`src/rtl/sram_arb_pkg.sv`:
```
// Shared types and defaults for the single-port SRAM arbiter slice.
//    arb_state_e : top-level controller state (INIT sweep / RUN arbitration)
//    winner_e    : which channel won the most recent read/write conflict
//    SRAM_ADDR_W / SRAM_DATA_W : default macro geometry (2048 x 16)
package sram_arb_pkg;

   localparam int SRAM_ADDR_W = 11;
   localparam int SRAM_DATA_W = 16;

   typedef enum logic {
      INIT,
      RUN
   } arb_state_e;

   typedef enum logic {
      WIN_RD,
      WIN_WR
   } winner_e;

endpackage

```
`src/rtl/sram_arb_resp_fifo.sv`:
```
// Two-entry response FIFO holding read data returned by the SRAM macro.
// Ports:
//    clock, reset_n   : clock, asynchronous active-low reset
//    push, push_data  : write one word (ignored when full without a pop)
//    pop, pop_data    : pop_data is the head word, consumed when pop is high
//    occ              : number of stored words (0..2)
//    full, empty      : occ == 2 / occ == 0
module sram_arb_resp_fifo
   import sram_arb_pkg::*;
#(
   parameter int DATA_W = SRAM_DATA_W
) (
   input  logic              clock,
   input  logic              reset_n,
   input  logic              push,
   input  logic [DATA_W-1:0] push_data,
   input  logic              pop,
   output logic [DATA_W-1:0] pop_data,
   output logic [1:0]        occ,
   output logic              full,
   output logic              empty
);

   logic [DATA_W-1:0] mem [2];
   logic              wr_ptr;
   logic              rd_ptr;
   logic [1:0]        count;
   logic              do_push;
   logic              do_pop;

   // A push into a full FIFO is only legal when the head leaves in the same cycle.
   assign do_push = push && (!full || pop);
   assign do_pop  = pop && !empty;

   // Pointers and occupancy; contents are dropped simply by clearing these.
   always_ff @(posedge clock or negedge reset_n) begin
      if (!reset_n) begin
         wr_ptr <= 1'b0;
         rd_ptr <= 1'b0;
         count  <= 2'd0;
      end else begin
         if (do_push) wr_ptr <= ~wr_ptr;
         if (do_pop)  rd_ptr <= ~rd_ptr;
         case ({do_push, do_pop})
            2'b10:   count <= count + 2'd1;
            2'b01:   count <= count - 2'd1;
            default: count <= count;
         endcase
      end
   end

   // Storage needs no reset: a word is only visible once count says so.
   always_ff @(posedge clock) begin
      if (do_push) mem[wr_ptr] <= push_data;
   end

   assign pop_data = mem[rd_ptr];
   assign occ      = count;
   assign full     = (count == 2'd2);
   assign empty    = (count == 2'd0);

endmodule

```
`src/rtl/sram_1rw_arbiter.sv`:
```
// Shares one 1RW SRAM macro (registered-address read, data one cycle later)
// between a write requester and a read requester, with a 2-entry response
// FIFO so reads can stream at one per cycle under backpressure.
// Ports:
//    clock, reset_n                     : clock (also the macro clock), async active-low reset
//    wr_valid/wr_ready/wr_addr/wr_data  : write request channel
//    rd_valid/rd_ready/rd_addr          : read request channel
//    resp_valid/resp_ready/resp_data    : read responses, in request order
//    init_done                          : high once requests are accepted
//    sram_en/sram_wmode/sram_addr/sram_wdata/sram_rdata : macro RW0 port
// Build option: define SRAM_ARB_INIT_SWEEP_EN to write INIT_VAL to every
// entry after reset before accepting requests; otherwise RUN is entered on
// the first clock after reset release and contents start undefined.
module sram_1rw_arbiter
   import sram_arb_pkg::*;
#(
   parameter int                ADDR_W   = SRAM_ADDR_W,
   parameter int                DATA_W   = SRAM_DATA_W,
   parameter int                DEPTH    = 2 ** ADDR_W,
   parameter logic [DATA_W-1:0] INIT_VAL = '0
) (
   input  logic              clock,
   input  logic              reset_n,
   input  logic              wr_valid,
   output logic              wr_ready,
   input  logic [ADDR_W-1:0] wr_addr,
   input  logic [DATA_W-1:0] wr_data,
   input  logic              rd_valid,
   output logic              rd_ready,
   input  logic [ADDR_W-1:0] rd_addr,
   output logic              resp_valid,
   input  logic              resp_ready,
   output logic [DATA_W-1:0] resp_data,
   output logic              init_done,
   output logic              sram_en,
   output logic              sram_wmode,
   output logic [ADDR_W-1:0] sram_addr,
   output logic [DATA_W-1:0] sram_wdata,
   input  logic [DATA_W-1:0] sram_rdata
);

   arb_state_e        state, state_next;
   winner_e           last_win, last_win_next;
   logic              inflight;
   logic              grant_wr, grant_rd;
   logic              pop;
   logic [1:0]        occ;
   logic              fifo_full, fifo_empty;
   logic [DATA_W-1:0] fifo_head;
   logic [2:0]        rd_load;
   logic              rd_ok;

   // Read data lands one cycle after the grant, so the in-flight read is
   // pushed straight from the macro output on the cycle it becomes valid.
   sram_arb_resp_fifo #(.DATA_W(DATA_W)) u_resp_fifo (
      .clock     (clock),
      .reset_n   (reset_n),
      .push      (inflight),
      .push_data (sram_rdata),
      .pop       (pop),
      .pop_data  (fifo_head),
      .occ       (occ),
      .full      (fifo_full),
      .empty     (fifo_empty)
   );

   assign resp_valid = !fifo_empty;
   assign resp_data  = resp_valid ? fifo_head : '0;
   assign pop        = resp_valid && resp_ready;

   // A new read needs a FIFO slot that is still free once the in-flight read
   // lands; a pop this cycle frees one.
   assign rd_load = {1'b0, occ} + {2'b00, inflight} - {2'b00, pop};
   assign rd_ok   = fifo_full ? (pop && !inflight) : (rd_load < 3'd2);

`ifdef SRAM_ARB_INIT_SWEEP_EN
   localparam logic [ADDR_W-1:0] LAST_ADDR = ADDR_W'(DEPTH - 1);

   logic              sweep_go;
   logic [ADDR_W-1:0] sweep_cnt;

   // The sweep arms on the first clock after reset release and then writes
   // one address per cycle, so the macro sees nothing while reset is held.
   always_ff @(posedge clock or negedge reset_n) begin
      if (!reset_n) begin
         sweep_go  <= 1'b0;
         sweep_cnt <= '0;
      end else if (state == INIT) begin
         sweep_go <= 1'b1;
         if (sweep_go) sweep_cnt <= sweep_cnt + 1'b1;
      end
   end
`endif

   // Controller state, conflict history and the read-in-flight marker.
   always_ff @(posedge clock or negedge reset_n) begin
      if (!reset_n) begin
         state    <= INIT;
         last_win <= WIN_WR;
         inflight <= 1'b0;
      end else begin
         state    <= state_next;
         last_win <= last_win_next;
         inflight <= grant_rd;
      end
   end

   // Grant selection and macro drive; one access per cycle.
   always_comb begin
      state_next    = state;
      last_win_next = last_win;
      grant_wr      = 1'b0;
      grant_rd      = 1'b0;
      sram_en       = 1'b0;
      sram_wmode    = 1'b0;
      sram_addr     = '0;
      sram_wdata    = '0;

      case (state)
         INIT: begin
`ifdef SRAM_ARB_INIT_SWEEP_EN
            if (sweep_go) begin
               sram_en    = 1'b1;
               sram_wmode = 1'b1;
               sram_addr  = sweep_cnt;
               sram_wdata = INIT_VAL;
               if (sweep_cnt == LAST_ADDR) state_next = RUN;
            end
`else
            state_next = RUN;
`endif
         end

         RUN: begin
            // Conflicts alternate; uncontested requests do not move last_win.
            if (wr_valid && rd_valid && rd_ok) begin
               if (last_win == WIN_WR) grant_rd = 1'b1;
               else                    grant_wr = 1'b1;
               last_win_next = grant_rd ? WIN_RD : WIN_WR;
            end else if (wr_valid) begin
               grant_wr = 1'b1;
            end else if (rd_valid && rd_ok) begin
               grant_rd = 1'b1;
            end

            if (grant_wr) begin
               sram_en    = 1'b1;
               sram_wmode = 1'b1;
               sram_addr  = wr_addr;
               sram_wdata = wr_data;
            end else if (grant_rd) begin
               sram_en    = 1'b1;
               sram_addr  = rd_addr;
            end
         end

         default: state_next = INIT;
      endcase
   end

   assign wr_ready  = grant_wr;
   assign rd_ready  = grant_rd;
   assign init_done = (state == RUN);

endmodule
```
`config.mk`:
```
export PLATFORM = sky130hd
export DESIGN_NAME = sram_1rw_arbiter
export DESIGN_NICKNAME = d
export VERILOG_FILES = /design/src/rtl/sram_arb_pkg.sv /design/src/rtl/sram_arb_resp_fifo.sv /design/src/rtl/sram_1rw_arbiter.sv
export SDC_FILE = /design/constraint.sdc
export NUM_CORES = 1
export LEC_CHECK = 0
export ABC_AREA = 1
export ABC_CLOCK_PERIOD_IN_PS = 2630
export BUFFER_PORTS_ARGS = -buffer_cell sky130_fd_sc_hd__buf_2
export CAP_MARGIN = 20
export CELL_PAD_IN_SITES_DETAIL_PLACEMENT = 0
export CELL_PAD_IN_SITES_GLOBAL_PLACEMENT = 1
export CORE_MARGIN = 2
export CORE_UTILIZATION = 29
export CTS_CLUSTER_DIAMETER = 30
export DETAILED_ROUTE_END_ITERATION = 12
export PLACE_DENSITY_LB_ADDON = 0.1
export RECOVER_POWER = 100
export SLEW_MARGIN = 0
export SYNTH_ARGS = -nofsm -noshare
export SYNTH_HDL_FRONTEND = slang
export SYNTH_HIERARCHICAL = 1
export SYNTH_SLANG_ARGS = --single-unit
```
`constraint.sdc`:
```
create_clock -name clock -period 2.63 [get_ports clock]
set_input_delay 0.3945 -clock clock [delete_from_list [all_inputs] [get_ports clock]]
set_output_delay 0.3945 -clock clock [all_outputs]
set_load 0.03 [all_outputs]
```
Word-level counts from Yosys, hierarchy flattened. Memory sizes are Yosys's and may differ from the RTL's. Cells that the tools add are included.

Flip-flop bits (word level): 7. RAM bits: 32. Input bits: 59. Word-level logic and storage cells: 60. Memories kept: 1.

Add/sub/neg operators: 4. Order comparisons: 1. Equality and inequality tests: 3. Mux-type cells: 29. Bitwise gates (word level): 2. Reductions and logical operators: 14.

Memories: u_resp_fifo.mem (words 2, width 16, rd ports 1, clocked after Yosys merged registers in 0, write ports 1, line sram_arb_resp_fifo.sv:24) `logic [DATA_W-1:0] mem [2];`.

Operator list (number): 2-to-1 mux 16 bit (3); 2-to-1 mux 11 bit (3); 2-to-1 mux 1 bit (22); logical AND 1 bit (7); equality test 2 bit, second input constant (2); one-hot mux 2 bit (2 select lines) (1); adder 2 x 1 -> 3 bit (1); logical NOT 1 bit (3); less-than comparator 3 x 2 -> 1 bit, second input constant (1); subtractor 3 x 1 -> 3 bit (1); adder 2 x 1 -> 2 bit, second input constant (1); equality test 2 x 1 -> 1 bit, second input constant (1); logical NOT 2 bit (1); NOT 1 bit (2); AND reduction 2 bit (1); nonzero test 2 bit (1); subtractor 2 x 1 -> 2 bit, second input constant (1); logical OR 1 bit (1).

Logic depth before layout (Yosys ltp).
Depth after elaboration: 14. Mapped depth: 19. Mapped depth without buffers: 16.

Cells and area by module. The synthesis kept the hierarchy.

Modules (own cells, without submodules): sram_arb_resp_fifo (times used 1, cells an instance 115, area an instance 1412.6 µm²); sram_1rw_arbiter (times used 1, cells an instance 148, area an instance 814.5 µm²).

Worst setup path before layout. No wires, ideal clock.

Path kind: register to output. Start point: register u_resp_fifo.count[1], in the netlist u_resp_fifo/occ[1]. End point: output sram_en. Data arrival time: 2.572 ns. Required time: 2.236 ns. Slack: -0.337 ns. Stages on the path, launching flop included: 12. Path buffers: 1. Cell sequence: dfrtp_1 > nor2_2 > buf_6 > inv_6 > nand2_1 > nor2_1 > o21ai_0 > fa_1 > nand3_1 > nand2_1 > nand2_4 > o21ai_0.

Word-level cells in the longest chain between the ends: 14. Elaborated cells on any way between the ends: 20.

Ends and longest elaborated chain: start: declaration (line sram_arb_resp_fifo.sv:27) `logic [1:0] count;`; start signal: assignment (line sram_arb_resp_fifo.sv:45) `2'b10: count <= count + 2'd1;`; start signal: assignment (line sram_arb_resp_fifo.sv:46) `2'b01: count <= count - 2'd1;`; start signal: assignment (line sram_arb_resp_fifo.sv:47) `default: count <= count;`; logical NOT 2 bit * (line sram_arb_resp_fifo.sv:60) `assign empty = (count == 2'd0);`; named net fifo_empty (line sram_1rw_arbiter.sv:48) `logic fifo_full, fifo_empty;`; logical NOT 1 bit * (line sram_1rw_arbiter.sv:67) `assign resp_valid = !fifo_empty;`; named net resp_valid (line sram_1rw_arbiter.sv:31) `output logic resp_valid,`; logical AND 1 bit * (line sram_1rw_arbiter.sv:69) `assign pop = resp_valid && resp_ready;`; subtractor 3 x 1 -> 3 bit (line sram_1rw_arbiter.sv:73) `assign rd_load = {1'b0, occ} + {2'b00, inflight} - {2'b00, pop};`; less-than comparator 3 x 2 -> 1 bit (line sram_1rw_arbiter.sv:74) `assign rd_ok = fifo_full ? (pop && !inflight) : (rd_load < 3'd2);`; 2-to-1 mux 1 bit * (line sram_1rw_arbiter.sv:74); logical AND 1 bit (line sram_1rw_arbiter.sv:142) `end else if (rd_valid && rd_ok) begin`; 2-to-1 mux 1 bit (line sram_1rw_arbiter.sv:142); 2-to-1 mux 1 bit (line sram_1rw_arbiter.sv:140) `end else if (wr_valid) begin`; 2-to-1 mux 1 bit (line sram_1rw_arbiter.sv:136) `if (wr_valid && rd_valid && rd_ok) begin`; 2-to-1 mux 1 bit (line sram_1rw_arbiter.sv:119) `case (state)`; 2-to-1 mux 1 bit (line sram_1rw_arbiter.sv:151) `end else if (grant_rd) begin`; 2-to-1 mux 1 bit * (line sram_1rw_arbiter.sv:146) `if (grant_wr) begin`; 2-to-1 mux 1 bit * (line sram_1rw_arbiter.sv:119); end: declaration (line sram_1rw_arbiter.sv:35) `output logic sram_en,`.

Mark *: on every way through the listed nets, which the timed path passes. The rest lies on a longest branch. The select of a mux whose other input is x is not followed.

Final worst setup path.
Start point: register u_resp_fifo.count[0], in the netlist u_resp_fifo/occ[0]. End point: output sram_wdata[3].

Word-level cells in the longest chain between the ends: 11. Elaborated cells on any way between the ends: 14.

Ends and longest elaborated chain: logical NOT 2 bit * (line sram_arb_resp_fifo.sv:60); named net fifo_empty (line sram_1rw_arbiter.sv:48); logical NOT 1 bit * (line sram_1rw_arbiter.sv:67); logical AND 1 bit * (line sram_1rw_arbiter.sv:69); named net pop (line sram_1rw_arbiter.sv:46) `logic pop;`; subtractor 3 x 1 -> 3 bit (line sram_1rw_arbiter.sv:73); less-than comparator 3 x 2 -> 1 bit (line sram_1rw_arbiter.sv:74); 2-to-1 mux 1 bit * (line sram_1rw_arbiter.sv:74); logical AND 1 bit * (line sram_1rw_arbiter.sv:136); 2-to-1 mux 1 bit * (line sram_1rw_arbiter.sv:136); 2-to-1 mux 1 bit * (line sram_1rw_arbiter.sv:119); 2-to-1 mux 16 bit * (line sram_1rw_arbiter.sv:146); 2-to-1 mux 16 bit * (line sram_1rw_arbiter.sv:119); end: declaration (line sram_1rw_arbiter.sv:38) `output logic [DATA_W-1:0] sram_wdata,`.

Marked as above.

==> metrics <==
worst reg-to-reg setup slack approximately 0.42 ns; fillcell total 710; vias in the first global route 1927; leading cell type in the layout, fill and taps excluded buf_2; All-Layer GR Usage between 10% and 20%; Design Power around 3500 uW; Die Y-Extent 91.6 um; worst-skew pair later-pin latency between 0.2 and 0.3 ns; post-synthesis cell type with the largest combined area edfxtp_1; Slew headroom 26.1%; class of the worst hold path input port to register; final setup margin -0.302 ns; Final Wtd Congestion approximately 0.75; failing checks setup timing; Post-synth EDFFs 32; Final min period 2.93 ns; Seq/Total Area, Yosys 51.1%; Most used DFF post-synth edfxtp_1; area delta synth->final 58.9%; Max Clock Skew slightly above 0.008 ns; vias per cell 4.21; DRC 0; Synth top area share 43.1%; maximum clock rate between 0.3 and 0.4 GHz; multi-input logic area between 1000 and 1500 um^2; Worst Setup EP sram_wdata[3]; Non-Filler Instances between 400 and 500; cts bufs inserted 5; min-delay src sram_rdata[7]; Syn Area/Cell 8.47 um^2; Sequential Area ~1100 um^2; cell count after synthesis around 260; Site Rows 31; Chip Width between 90 and 100 um; top post-synthesis cells by area edfxtp_1, nand2_1, inv_1, dfrtp_1, nor2_1; Avg WL per Cell 11.1 um; Pins Over Slew Limit 0; pin count of the biggest net entering global routing 19; # IOs 108; first-iteration detailed-routing DRC count 52; Cell Area, Synth about 2200 um^2; final setup violating endpoints 47; grt ovf 0; drt pass-1 iters 4; final wirelength between 5 and 6 mm; pwr dens between 900 and 1000 nW/um^2; Setup crit start u_resp_fifo/occ[0]; Max-cap violations 0; Clock Pin Slew Worst Setup and Hold Paths roughly 0.070 ns; post-synth cell types 31; Starting Density slightly above 30%; final net count 448; Slew @ Worst Pin ~1.1 ns; WP data required ~2.2 ns; antenna diode count 0; Arrival @ worst endpoint 2.54 ns; r2r startpoint u_resp_fifo/occ[0]; unrepaired setup endpoints after global routing true; post-route ant nets 0; R2R Path End last_win; Crit Path Class register to primary output; clk buf depth 2; Reg2Reg Depth 14; Vias ~2000; CP Launch Type register; hpwl dp approximately 3.6 mm; H-tree levels 2; DIE AREA between 8000 and 9000 um^2; layout cells sized above 1 about half; Final Hold Fails 0; Leak ~0.0017 uW; global-route wire length before repair about 8.8 mm; number of port buffers 107; CTS tree yes; VDD IR max ~0.0004 V; Placed Instances approximately 470; syn nets roughly 320; Yosys reg bits 39; CP endpoint kind primary output; CTS root buf clkbuf_8; commonest non-fill, non-tap cells in the layout buf_2, nand2_1, inv_1, buf_6, edfxtp_1; core area 7330 um^2; crit-path max FO 6; Async S/R FF share, synth between 10% and 20%; initial antenna violation count 0; clock sinks 39; Ys Warns 6; final worst-path cycle share 111%; status complete, but fails checks
==> cell families (layout without fill, tap and decap cells) <==
logic type,Yosys count,after routing,share of synthesized area [%]
other,1,1,0.168
AND/OR/NAND/NOR,151,154,31.5
buffers and inverters,64,186,13.6
XOR/XNOR,2,2,0.787
flip-flops,39,39,51.1
adder cells (fa/ha/maj),2,2,1.46
AO/OA/AOI/OAI,4,4,1.40
==> critical path: stages, from the launching register on <==
cell	delay (ns)
dfrtp_2	0.42
nor2_4	0.17
inv_8	0.04
nand2_4	0.07
inv_4	0.04
nor2_4	0.07
o21ai_2	0.07
fa_2	0.53
nand3_2	0.07
nand2_2	0.08
nand2_4	0.06
nand2_4	0.08
nand2_8	0.09
buf_4	0.19
nand2_8	0.08
nor2_4	0.05
buf_6	0.13
==> cell type report <==
cell class	instances	share of cell area, %
clock inverters	1	0.141
multi-input cells	163	30.2
clock buffers	7	2.44
well taps	99	3.50
repair buffers	126	25.3
inverters	52	6.26
flip-flops and latches	39	32.2
==> flip-flops by register name, indices dropped and copies added (netlist names) <==
register	cells
u_resp_fifo/rd_ptr	1
u_resp_fifo/occ	2
u_resp_fifo/wr_ptr	1
init_done	1
last_win	1
u_resp_fifo/mem	32
inflight	1
==> where the power goes <==
group	total (uW)	switching, uW	internal [uW]
sequential	874	93.6	781
combinational	2220	1380	843
clock	400	189	211
total	3500	1660	1830
==> what timing repair did <==
action,CTS,global route
endpoints found under the hold margin,6,0
setup endpoints to repair,31,31
pin swaps,8,13
resized for setup,83,16
gates cloned,3,1
hold buffers,1,0
buffers inserted,4,3
==> layer usage <==
| metal | wire length [um] | global-route usage [%] |
|---|---|---|
| met2 | 2780 | 22.1 |
| met4 | 28 | 2.65 |
| met5 | 0 | 0 |
| met1 | 2270 | 16.2 |
| met3 | 303 | 3.29 |
==> worst min-delay path by stage <==
stage,cells past startpoint,slack [ns],to
floorplan,0,0.1,inflight
global placement,1,0.24,u_resp_fifo/rd_ptr
detailed placement,1,0.24,u_resp_fifo/rd_ptr
CTS,1,0.28,u_resp_fifo/mem[0][7]
global route,1,0.28,u_resp_fifo/mem[0][4]
finish,1,0.30,u_resp_fifo/mem[0][7]
==> cell usage after synthesis (2+ instances only) <==
cell      instances
dfrtp_1           6
nand4_1          11
buf_6             4
nand2_1          75
inv_1            47
clkbuf_1          3
nor2_2           11
nor2_1           32
o21ai_0           3
nand3_1          15
edfxtp_1         32
inv_2             2
nand2_4           3
buf_4             2
==> through the flow <==
step | hold slack (ns) | utilization (%) | TNS [ns] | setup WS (ns) | cell area, um^2
4_1_cts | 0.284 | 47.0 | -8.75 | -0.337 | 3440
3_5_place_dp | 0.241 | 40.7 | -1.42 | -0.0756 | 2980
2_1_floorplan | 0.0989 | - | -0.959 | -0.107 | 2350
6_report | 0.295 | 48.3 | -9.75 | -0.302 | 3540
5_1_grt | 0.278 | 48.3 | -19.75 | -0.476 | 3540
3_3_place_gp | 0.241 | 40.7 | -0.989 | -0.0676 | 2980
No activity file was read; power rests on OpenSTA's default activity.
